--- config.mk ---
export PLATFORM = sky130hd
export DESIGN_NAME = if_stage
export DESIGN_NICKNAME = d
export VERILOG_FILES = /design/src/rtl/if_stage.sv
export SDC_FILE = /design/constraint.sdc
export NUM_CORES = 1
export LEC_CHECK = 0
export ABC_AREA = 0
export CAP_MARGIN = 10
export CORE_AREA = 2 2 130 132
export CTS_CLUSTER_SIZE = 20
export DETAILED_ROUTE_END_ITERATION = 10
export DIE_AREA = 0 0 132 134
export PLACE_DENSITY = 0.85
export SETUP_SLACK_MARGIN = 0.1
export SLEW_MARGIN = 10
export SYNTH_ARGS = -nofsm -noshare
export SYNTH_HDL_FRONTEND = slang
export SYNTH_SLANG_ARGS = --single-unit
--- constraint.sdc ---
create_clock -name clk -period 17.2 [get_ports clk]
set_input_delay 3.44 -clock clk [delete_from_list [all_inputs] [get_ports clk]]
set_output_delay 3.44 -clock clk [all_outputs]
set_load 0.005 [all_outputs]
--- src/rtl/if_stage.sv ---
// Instruction-fetch stage with IF/ID pipeline register.
// Keeps the PC and issues one fetch at a time to instruction memory over a
// valid/ready request channel whose response latency varies. A 1-entry hold
// buffer parks a returned instruction while decode is stalled. A redirect
// from EX repoints the PC and flushes IF/ID. If a fetch is still in flight
// when the redirect arrives, its later response is marked to be discarded.
module if_stage #(
  parameter logic [31:0] RESET_PC  = 32'h0000_0000,
  parameter logic [31:0] NOP_INSTR = 32'h0000_0013
) (
  input  logic        clk,
  input  logic        rst,
  output logic        imem_req_valid,
  input  logic        imem_req_ready,
  output logic [31:0] imem_addr,
  input  logic        imem_resp_valid,
  input  logic [31:0] imem_resp_data,
  input  logic        id_stall,
  input  logic        redirect_valid,
  input  logic [31:0] redirect_pc,
  output logic        ifid_valid,
  output logic [31:0] ifid_pc,
  output logic [31:0] ifid_pc4,
  output logic [31:0] ifid_instr
);

  typedef enum logic [1:0] {
    S_REQ  = 2'd0,
    S_WAIT = 2'd1,
    S_HOLD = 2'd2
  } state_t;

  state_t      state_q, state_d;
  logic [31:0] pc_q, pc_d;
  logic [31:0] req_pc_q, req_pc_d;      // PC of the fetch in flight / parked
  logic        kill_q, kill_d;          // in-flight response must be discarded
  logic [31:0] hold_instr_q, hold_instr_d;
  logic        ifid_valid_q, ifid_valid_d;
  logic [31:0] ifid_pc_q, ifid_pc_d;
  logic [31:0] ifid_pc4_q, ifid_pc4_d;
  logic [31:0] ifid_instr_q, ifid_instr_d;

  logic        load;        // write a fresh instruction into IF/ID this cycle
  logic [31:0] load_instr;  // from memory directly or from the hold buffer
  logic        accept;

  // A request is withheld during reset and in the redirect cycle, so the
  // first fetch to the new target starts the following cycle.
  assign imem_req_valid = !rst && (state_q == S_REQ) && !redirect_valid;
  assign imem_addr      = pc_q;
  assign accept         = imem_req_valid && imem_req_ready;

  assign ifid_valid = ifid_valid_q;
  assign ifid_pc    = ifid_pc_q;
  assign ifid_pc4   = ifid_pc4_q;
  assign ifid_instr = ifid_instr_q;

  // Next-state: redirect wins over everything, then the fetch FSM decides
  // whether IF/ID gets a new instruction, a bubble, or holds for the stall.
  always_comb begin
    state_d      = state_q;
    pc_d         = pc_q;
    req_pc_d     = req_pc_q;
    kill_d       = kill_q;
    hold_instr_d = hold_instr_q;
    ifid_valid_d = ifid_valid_q;
    ifid_pc_d    = ifid_pc_q;
    ifid_pc4_d   = ifid_pc4_q;
    ifid_instr_d = ifid_instr_q;
    load         = 1'b0;
    load_instr   = imem_resp_data;

    if (redirect_valid) begin
      pc_d         = {redirect_pc[31:2], 2'b00};
      ifid_valid_d = 1'b0;
      ifid_instr_d = NOP_INSTR;
      state_d      = S_REQ;
      kill_d       = 1'b0;
      // Fetch still in flight: stay and swallow its response when it comes.
      if (state_q == S_WAIT && !imem_resp_valid) begin
        state_d = S_WAIT;
        kill_d  = 1'b1;
      end
    end else begin
      unique case (state_q)
        S_REQ: begin
          if (accept) begin
            req_pc_d = pc_q;
            pc_d     = pc_q + 32'd4;
            state_d  = S_WAIT;
          end
        end
        S_WAIT: begin
          if (imem_resp_valid) begin
            state_d = S_REQ;
            if (kill_q) begin
              kill_d = 1'b0;
            end else if (!id_stall || !ifid_valid_q) begin
              load = 1'b1;
            end else begin
              hold_instr_d = imem_resp_data;
              state_d      = S_HOLD;
            end
          end
        end
        S_HOLD: begin
          if (!id_stall) begin
            load       = 1'b1;
            load_instr = hold_instr_q;
            state_d    = S_REQ;
          end
        end
        default: state_d = S_REQ;
      endcase

      if (load) begin
        ifid_valid_d = 1'b1;
        ifid_pc_d    = req_pc_q;
        ifid_pc4_d   = req_pc_q + 32'd4;
        ifid_instr_d = load_instr;
      end else if (!id_stall) begin
        // Decode consumed its instruction and nothing replaces it: bubble.
        ifid_valid_d = 1'b0;
      end
    end
  end

  // State and pipeline registers with asynchronous reset.
  always_ff @(posedge clk or posedge rst) begin
    if (rst) begin
      state_q      <= S_REQ;
      pc_q         <= RESET_PC;
      req_pc_q     <= 32'h0;
      kill_q       <= 1'b0;
      hold_instr_q <= NOP_INSTR;
      ifid_valid_q <= 1'b0;
      ifid_pc_q    <= 32'h0;
      ifid_pc4_q   <= 32'h0;
      ifid_instr_q <= NOP_INSTR;
    end else begin
      state_q      <= state_d;
      pc_q         <= pc_d;
      req_pc_q     <= req_pc_d;
      kill_q       <= kill_d;
      hold_instr_q <= hold_instr_d;
      ifid_valid_q <= ifid_valid_d;
      ifid_pc_q    <= ifid_pc_d;
      ifid_pc4_q   <= ifid_pc4_d;
      ifid_instr_q <= ifid_instr_d;
    end
  end

endmodule

==> reports/metrics.yaml, run 1 <==
grt_setup_unrepaired: "false"
yosysWarnings: 0
syn2layout_area_growth_pct: 30.4
hold_slack_ns: 0.474
clkSinkCount: 188
grt_pass1_wl_um: 34900
setup_tns_ns: 0
crit_arrival_ns: 5.28
fmax_mhz: 115
synth_area_leader_cell: "dfrtp_1"
route.detailed.drc: 0
synth_area_leaders: "dfrtp_1 (52%), nand2_1 (9.1%), mux2_2 (4.2%)"
drv_cap: 0
routed_wl_um: 21800
place_congestion: 0.867
clock_tree.root_cell: "clkbuf_16"
status: "completed"
slew_headroom: 0.318
cp-end-kind: "output pin"
fin_util: 0.701
num_vias: 7318
crit_required_ns: 13.76
hpwl_um: 14900
io_buffer_count: 191
layout.nets: 1133
drtIter0Drc: 638
worst_pin_slew_ns: 1.02
finalPower_uw: 1460
io-pin-count: 200
clk_pin_slew_worst_paths_ns: 0.06
ctsHoldBuffers: 0
start_kind: "primary input"
fin_crit_ns: 8.72
clockBufferDepth: 2
setup_violations: 0
post-route-period-util: 0.507
finalHoldViolations: 0
die_w_um: 132
post_cts_resize_count: 0
ant_nets: 0
synth_cell_type_count: 48
p_leak_uw: 0.00511
htree_levels: 4
ir_worst_vdd_mv: 0.0718
die_h_um: 134
vias_per_cell: 5.67
core.rowCount: 47
core_area_um2: 16300
nFillCells: 1220
hp-class: "flip-flop to flip-flop"
synth_edf_count: 0
syn_inst: 898
die_area_um2: 17700
initial_core_util: 0.537
finalMaxSlewViolations: 0
ys.flop_type: "dfrtp_1"
crit_path_max_fanout: 108
crit_type: "primary input to output pin"
grt_max_degree: 109
clk_latency_ns: 0.44
power_density_nw_per_um2: 127
yosysMostFrequentCell: "nand2_1"
firstDrtPassIters: 5
synth_top_area_frac: 0.520
diodes: 0
routedWlPerCell_um: 16.9
avgSynthCellArea_um2: 9.75
numCtsBuffers: 17
drive_gt1_frac: 0.0860
cts_tree: "done"
finClkSkew_ns: 0.00713
grt_pass1_vias: 6957
syn_area_um2: 8750
antenna_found_initial: 1
ys_top_cells_by_count: "nand2_1 (212), dfrtp_1 (182), nor2_1 (65)"
synth-seq-cells: 188
post_cts_buffers: 0
yosysSeqAreaShare: 0.538
grt-ovfl-total: 0
async_flop_share: 1.00
grt_usage: 0.247
layout by cell type, fill, tap and decap left out, types with 9 or more instances in the layout:
cell               n
a211oi_1          29
a31oi_1           30
and4_1             9
buf_4              9
clkbuf_16         17
clkdlybuf4s50_1  190
dfrtp_1          182
inv_1             10
mux2_2            33
mux2i_1           36
nand2_1          212
nand3_1           24
nand4_1           19
nor2_1            65
o21ai_0           44
o31ai_1           21
or3_1              9
or4_1             24
xnor2_1           12
xor2_1            11
per-stage QoR:
step | cell area (um^2) | std cells | setup WS [ns]
CTS | 11400 | 1290 | 8.42
global route | 11400 | 1290 | 8.32
detailed placement | 10800 | 1258 | 8.42
finish | 11400 | 1290 | 8.48
floorplan | 8770 | 903 | 5.94
global placement | 10800 | 1258 | 8.42
path summary, 6_finish.rpt:
check	start	endpoint	slack [ns]	cells past startpoint
min reg2reg	ifid_pc[30]	ifid_pc[30]	0.47	2
max in group asynchronous	rst	ifid_pc4[23]	12.09	3
min	ifid_pc[30]	ifid_pc[30]	0.47	2
min in group asynchronous	rst	state_q[0]	3.60	2
max reg2reg	state_q[0]	ifid_pc4[26]	14.53	7
max	rst	imem_req_valid	8.48	4
metal layers:
metal,track usage,wire (um),vias to the layer above
met3,0.0907,1850,52
met2,0.392,10300,261
met5,0,12,-
li1,-,-,3465
met1,0.305,8960,3538
met4,0.112,701,2
cell families (layout without fill, tap and decap cells):
group                      count (synthesis)  after routing  share of synthesized area
AOI/OAI and AO/OA                        142            142                      0.105
buffers and inverters                     77            244                     0.0364
other                                      1              6                   0.000428
adders and majority gates                  6              6                    0.00857
muxes                                     69             69                     0.0836
xor gates and xnor gates                  23             23                     0.0230
and+or+nand+nor                          392            392                      0.205
DFF                                      188            188                      0.538
flip-flops by register name, summed over array words and instances (netlist names):
register and cells:
hold_instr_q 32, req_pc_q 30, kill_q 1, state_q 2, ifid_pc4 30, ifid_pc 30, ifid_instr 32, ifid_valid 1
imem_addr 30
layout make-up:
type	count	area (um^2)	area share
Clock buffer	17	425	0.0373
Timing Repair Buffer	200	1970	0.173
Tap cell	220	275	0.0241
Clock inverter	15	205	0.0180
Inverter	12	52.6	0.00460
Multi-Input combinational cell	638	3770	0.331
Sequential cell	188	4710	0.413
where the power goes:
group / switching, uW / internal [uW]
clock: 182 / 234
combinational: 153 / 218
sequential: 114 / 554
critical path, stage by stage:
cell and delay (ns):
clkdlybuf4s50_1 0.53, inv_8 0.56, and3_1 0.24, clkdlybuf4s50_1 0.50
Note: power is estimated with default switching activity, not from simulation.
==> inputs of run 2 (changes only) <==
--- a/config.mk
+++ b/config.mk
@@ -7,11 +7,11 @@
 export LEC_CHECK = 0
 export ABC_AREA = 0
 export CAP_MARGIN = 10
-export CORE_AREA = 2 2 130 132
+export CORE_AREA = 2 2 135 137
 export CTS_CLUSTER_SIZE = 20
 export DETAILED_ROUTE_END_ITERATION = 10
-export DIE_AREA = 0 0 132 134
-export PLACE_DENSITY = 0.85
+export DIE_AREA = 0 0 137 139
+export PLACE_DENSITY = 0.79
 export SETUP_SLACK_MARGIN = 0.1
 export SLEW_MARGIN = 10
 export SYNTH_ARGS = -nofsm -noshare
==> constraint.sdc (replaced) <==
create_clock -name clk -period 8.7 [get_ports clk]
set_input_delay 1.74 -clock clk [delete_from_list [all_inputs] [get_ports clk]]
set_output_delay 1.74 -clock clk [all_outputs]
set_load 0.005 [all_outputs]
==> run 2 against run 1 <==
Compared with the run above: clock skew is essentially flat; via count decreased by 1.2%; clock-buffer cell count increased by 2; critical endpoint unchanged; cell count up 0.70%; total power rose by 93%; wire length fell by 0.30%; combinational power increased by 96%; largest power group unchanged; flip-flop and latch count unchanged; setup slack lost 5.1 ns; clock power is 83% higher; non-clock buffer count did not move; sequential power increased by 98%.
==> reports/metrics.yaml, run 2 (synthesis results as in run 1) <==
status: "completed"
setup_violations: 0
io-pin-count: 200
clock_tree.root_cell: "clkbuf_16"
htree_levels: 4
crit_arrival_ns: 3.57
drtIter0Drc: 483
ant_nets: 0
post_cts_resize_count: 0
start_kind: "primary input"
finClkSkew_ns: 0.00679
mostFrequentLayoutCells: "nand2_1 (212), clkdlybuf4s50_1 (190), dfrtp_1 (182)"
num_vias: 7232
wl_met2_um: 10500
grt_max_degree: 108
crit_buf_inv: 3
cp-end-kind: "output pin"
ff_latch_area_um2: 4710
die_area_um2: 19000
crit_path_max_fanout: 107
cp_cell_sequence: "clkdlybuf4s50_1 > inv_8 > and3_1 > clkdlybuf4s50_1"
clkSinkCount: 188
layout.nets: 1133
firstDrtPassIters: 7
initial_core_util: 0.496
nFillCells: 1450
p_leak_uw: 0.00508
critPathMaxStageDelay_ns: 0.55
post_cts_buffers: 0
crit_family: "buffers and inverters"
die_h_um: 139
drv_cap: 0
core.rowCount: 49
crit_required_ns: 6.96
cp_slowest_cell: "inv_8"
ctsHoldBuffers: 0
layout_commonest_cell: "nand2_1"
grt_usage: 0.233
die_w_um: 137
routed_wl_um: 21800
clockBufferDepth: 2
finalHoldViolations: 0
grt_pass1_vias: 6895
finalMaxSlewViolations: 0
fmax_mhz: 188
place_congestion: 0.834
diodes: 0
setup_ws_ns: 3.39
drive_gt1_frac: 0.0850
instances_no_fill: 1299
route.detailed.drc: 0
crit_top_cell: "clkdlybuf4s50_1"
hold_slack_ns: 0.474
crit_type: "primary input to output pin"
met1_length_um: 9030
ir_worst_vdd_mv: 0.161
grt_pass1_wl_um: 35300
clk_pin_slew_worst_paths_ns: 0.07
clk_latency_ns: 0.43
routedWlPerCell_um: 16.8
post-place-ws_ns: 3.30
grt_setup_unrepaired: "false"
hpwl_um: 14900
syn2layout_area_growth_pct: 30.0
core_area_um2: 17700
slew_headroom: 0.308
place_inst: 1267
vias_per_cell: 5.57
hp-class: "flip-flop to flip-flop"
post-route-period-util: 0.610
grt-ovfl-total: 0
io_buffer_count: 191
antenna_found_initial: 1
topRoutingLayerUsed: "met5"
power_density_nw_per_um2: 247
numCtsBuffers: 17
cts_tree: "done"
setup_tns_ns: 0
worst_pin_slew_ns: 1.04
fin_crit_ns: 5.31
wl_met3_um: 1850
multiInputGateArea_um2: 3770
## run 2: cell types whose count changed in the layout (fill, tap and decap cells not counted)
cell        before  now
clkbuf_8         0    1
inv_8            3    4
inv_6            3    1
bufinv_16        3    1
clkinvlp_4       2    3
clkinv_2         0    1
clkinv_8         1    0
clkbuf_1         0    1
## run 2: final timing paths
kind	startpoint	to	slack, ns	depth (start not counted)
max	rst	imem_req_valid	3.39	4
min	ifid_pc[3]	ifid_pc[3]	0.47	2
max reg2reg	state_q[0]	ifid_pc4[26]	6.09	7
min reg2reg	ifid_pc[3]	ifid_pc[3]	0.47	2
max in group asynchronous	rst	ifid_pc[20]	5.29	3
min in group asynchronous	rst	kill_q	1.91	2
## run 2: final cells by class
type,count,area share
clock inverters,13,0.0119
clock buffers,19,0.0389
multi-input cells,638,0.332
repair buffers,200,0.174
well taps,229,0.0252
inverters,12,0.00462
flip-flops and latches,188,0.414
## run 2: metrics by stage
step	util	cell area [um^2]	total power, uW
2_1_floorplan	-	8770	1600
3_3_place_gp	0.612	10800	2030
3_5_place_dp	0.612	10800	2070
4_1_cts	0.644	11400	2830
5_1_grt	0.644	11400	2980
6_report	0.644	11400	2810
## run 2: power breakdown
part	internal, uW	switching, uW
clock network	410	353
logic	430	296
registers	1100	226
total	1940	875
## run 2: layer usage
layer | vias up | global-route usage
met3 | 22 | 0.0844
met5 | - | 0
met2 | 225 | 0.373
li1 | 3472 | -
met1 | 3511 | 0.298
met4 | 2 | 0.0684
## run 2: worst min-delay path, delay by kind of cell, from the launching register on
| kind | cells | cell delay [ns] |
|---|---|---|
| flip-flops | 1 | 0.34 |
| AND/OR/NAND/NOR | 2 | 0.10 |
==> inputs of run 3 (changes only) <==
==> constraint.sdc (replaced) <==
create_clock -name clk -period 5.25 [get_ports clk]
set_input_delay 1.05 -clock clk [delete_from_list [all_inputs] [get_ports clk]]
set_output_delay 1.05 -clock clk [all_outputs]
set_load 0.005 [all_outputs]
==> run 3 against run 2 <==
Compared with the run above: utilization fell by 0.099 points; flip-flop and latch count did not move; cell area fell by 0.15%; wire length fell by 0.18%; largest cell class unchanged; largest power group unchanged; highest routed layer is now met4.
==> reports/metrics.yaml, run 3 (synthesis results as in run 1) <==
status: "completed"
crit_arrival_ns: 2.38
grt_pass1_vias: 6993
core.rowCount: 49
reg2reg_depth: 6
grt_usage: 0.235
core_area_um2: 17700
drive_gt1_frac: 0.0850
start_kind: "primary input"
slew_headroom: 0.228
numCtsBuffers: 17
layout_commonest_cell: "nand2_1"
post-place-ws_ns: 1.65
hold_start: "ifid_pc[23]"
finClkSkew_ns: 0.00993
routedWlPerCell_um: 16.7
diodes: 0
clockBufferDepth: 2
die_h_um: 139
setup_violations: 0
crit_family: "buffers and inverters"
hp-class: "flip-flop to flip-flop"
r2r_setup_slack_ns: 2.66
vias_per_cell: 5.52
crit_type: "primary input to output pin"
die_w_um: 137
p_leak_uw: 0.00506
clock_tree.root_cell: "clkbuf_16"
worstReg2RegEnd: "ifid_pc4[26]"
num_vias: 7176
crit_required_ns: 4.20
fmax_mhz: 292
nFillCells: 1436
die_area_um2: 19000
initial_core_util: 0.496
crit_buf_inv: 3
drtIter0Drc: 493
finalPower_uw: 4600
grt_setup_unrepaired: "false"
finalMaxSlewViolations: 0
syn2layout_area_growth_pct: 29.8
clk_latency_ns: 0.43
grt_max_degree: 189
cts_tree: "done"
crit_start: "rst"
power_density_nw_per_um2: 405
worst_pin_slew_ns: 1.16
cp_slowest_cell: "clkdlybuf4s50_1"
clk_pin_slew_worst_paths_ns: 0.07
finalHoldViolations: 0
crit_cells: 4
grt_pass1_wl_um: 35500
io_buffer_count: 191
crit_top_cell: "clkdlybuf4s50_1"
post_cts_resize_count: 0
route.detailed.drc: 0
routed_wl_um: 21700
drv_cap: 0
critPathMaxStageDelay_ns: 0.57
cp-end-kind: "output pin"
post-route-period-util: 0.653
fin_crit_ns: 3.43
grt-ovfl-total: 0
antenna_found_initial: 0
clkSinkCount: 188
hpwl_um: 14900
ir_worst_vdd_mv: 0.259
ctsHoldBuffers: 0
firstDrtPassIters: 4
cp_cell_sequence: "clkdlybuf4s50_1 > clkinvlp_4 > and3_1 > clkdlybuf4s50_1"
layout.nets: 1133
ant_nets: 0
crit_path_max_fanout: 4
io-pin-count: 200
htree_levels: 4
setup_ws_ns: 1.82
r2r_start: "state_q[1]"
place_congestion: 0.851
mostFrequentLayoutCells: "nand2_1 (212), clkdlybuf4s50_1 (190), dfrtp_1 (182)"
crit_end: "imem_req_valid"
post_cts_buffers: 0
run 3: area by class of cell:
type	count	area [um^2]	share of cell area
tap	229	287	0.0252
sequential	188	4710	0.415
inverter	12	48.8	0.00430
clock inverter	13	109	0.00958
timing repair buffer	200	1990	0.175
clock buffer	19	443	0.0390
multi-input combinational	638	3770	0.332
run 3: how the worst min path moves through the flow:
stage	endpoint	slack (ns)	cells past startpoint
2_1_floorplan	ifid_pc[31]	0.47	2
3_3_place_gp	ifid_pc[22]	0.46	2
3_5_place_dp	ifid_pc[7]	0.47	2
4_1_cts	ifid_pc[7]	0.48	2
5_1_grt	ifid_pc[8]	0.50	2
6_report	ifid_pc[23]	0.48	2
run 3: where the power goes:
part	total [uW]	switching [uW]	internal, uW
registers	2190	371	1810
clock network	1210	581	630
logic	1210	492	714
run 3: worst reg2reg max path, cell delays in order, from the launching register on:
cell and delay (ns):
dfrtp_1 0.39, inv_1 0.12, ha_1 0.24, nand3b_1 0.26, a211o_2 0.79, or4_1 0.65
nand3_1 0.09
run 3: through the flow:
stage          std cells  hold WS (ns)  setup TNS (ns)  cell area (um^2)   util
2_1_floorplan        903         0.469          -0.206              8780      -
3_3_place_gp        1267         0.461               0             10800  0.612
3_5_place_dp        1267         0.465               0             10800  0.612
4_1_cts             1299         0.483               0             11400  0.643
5_1_grt             1299         0.505               0             11400  0.643
6_report            1299         0.480               0             11400  0.643
run 3: layer usage:
| layer | share of wire | GRT usage | up-vias |
|---|---|---|---|
| li1 | - | - | 3461 |
| met3 | 0.080 | 0.0768 | 40 |
| met2 | 0.47 | 0.363 | 229 |
| met5 | 0 | 0 | - |
| met4 | 0.030 | 0.0928 | 0 |
| met1 | 0.42 | 0.305 | 3446 |
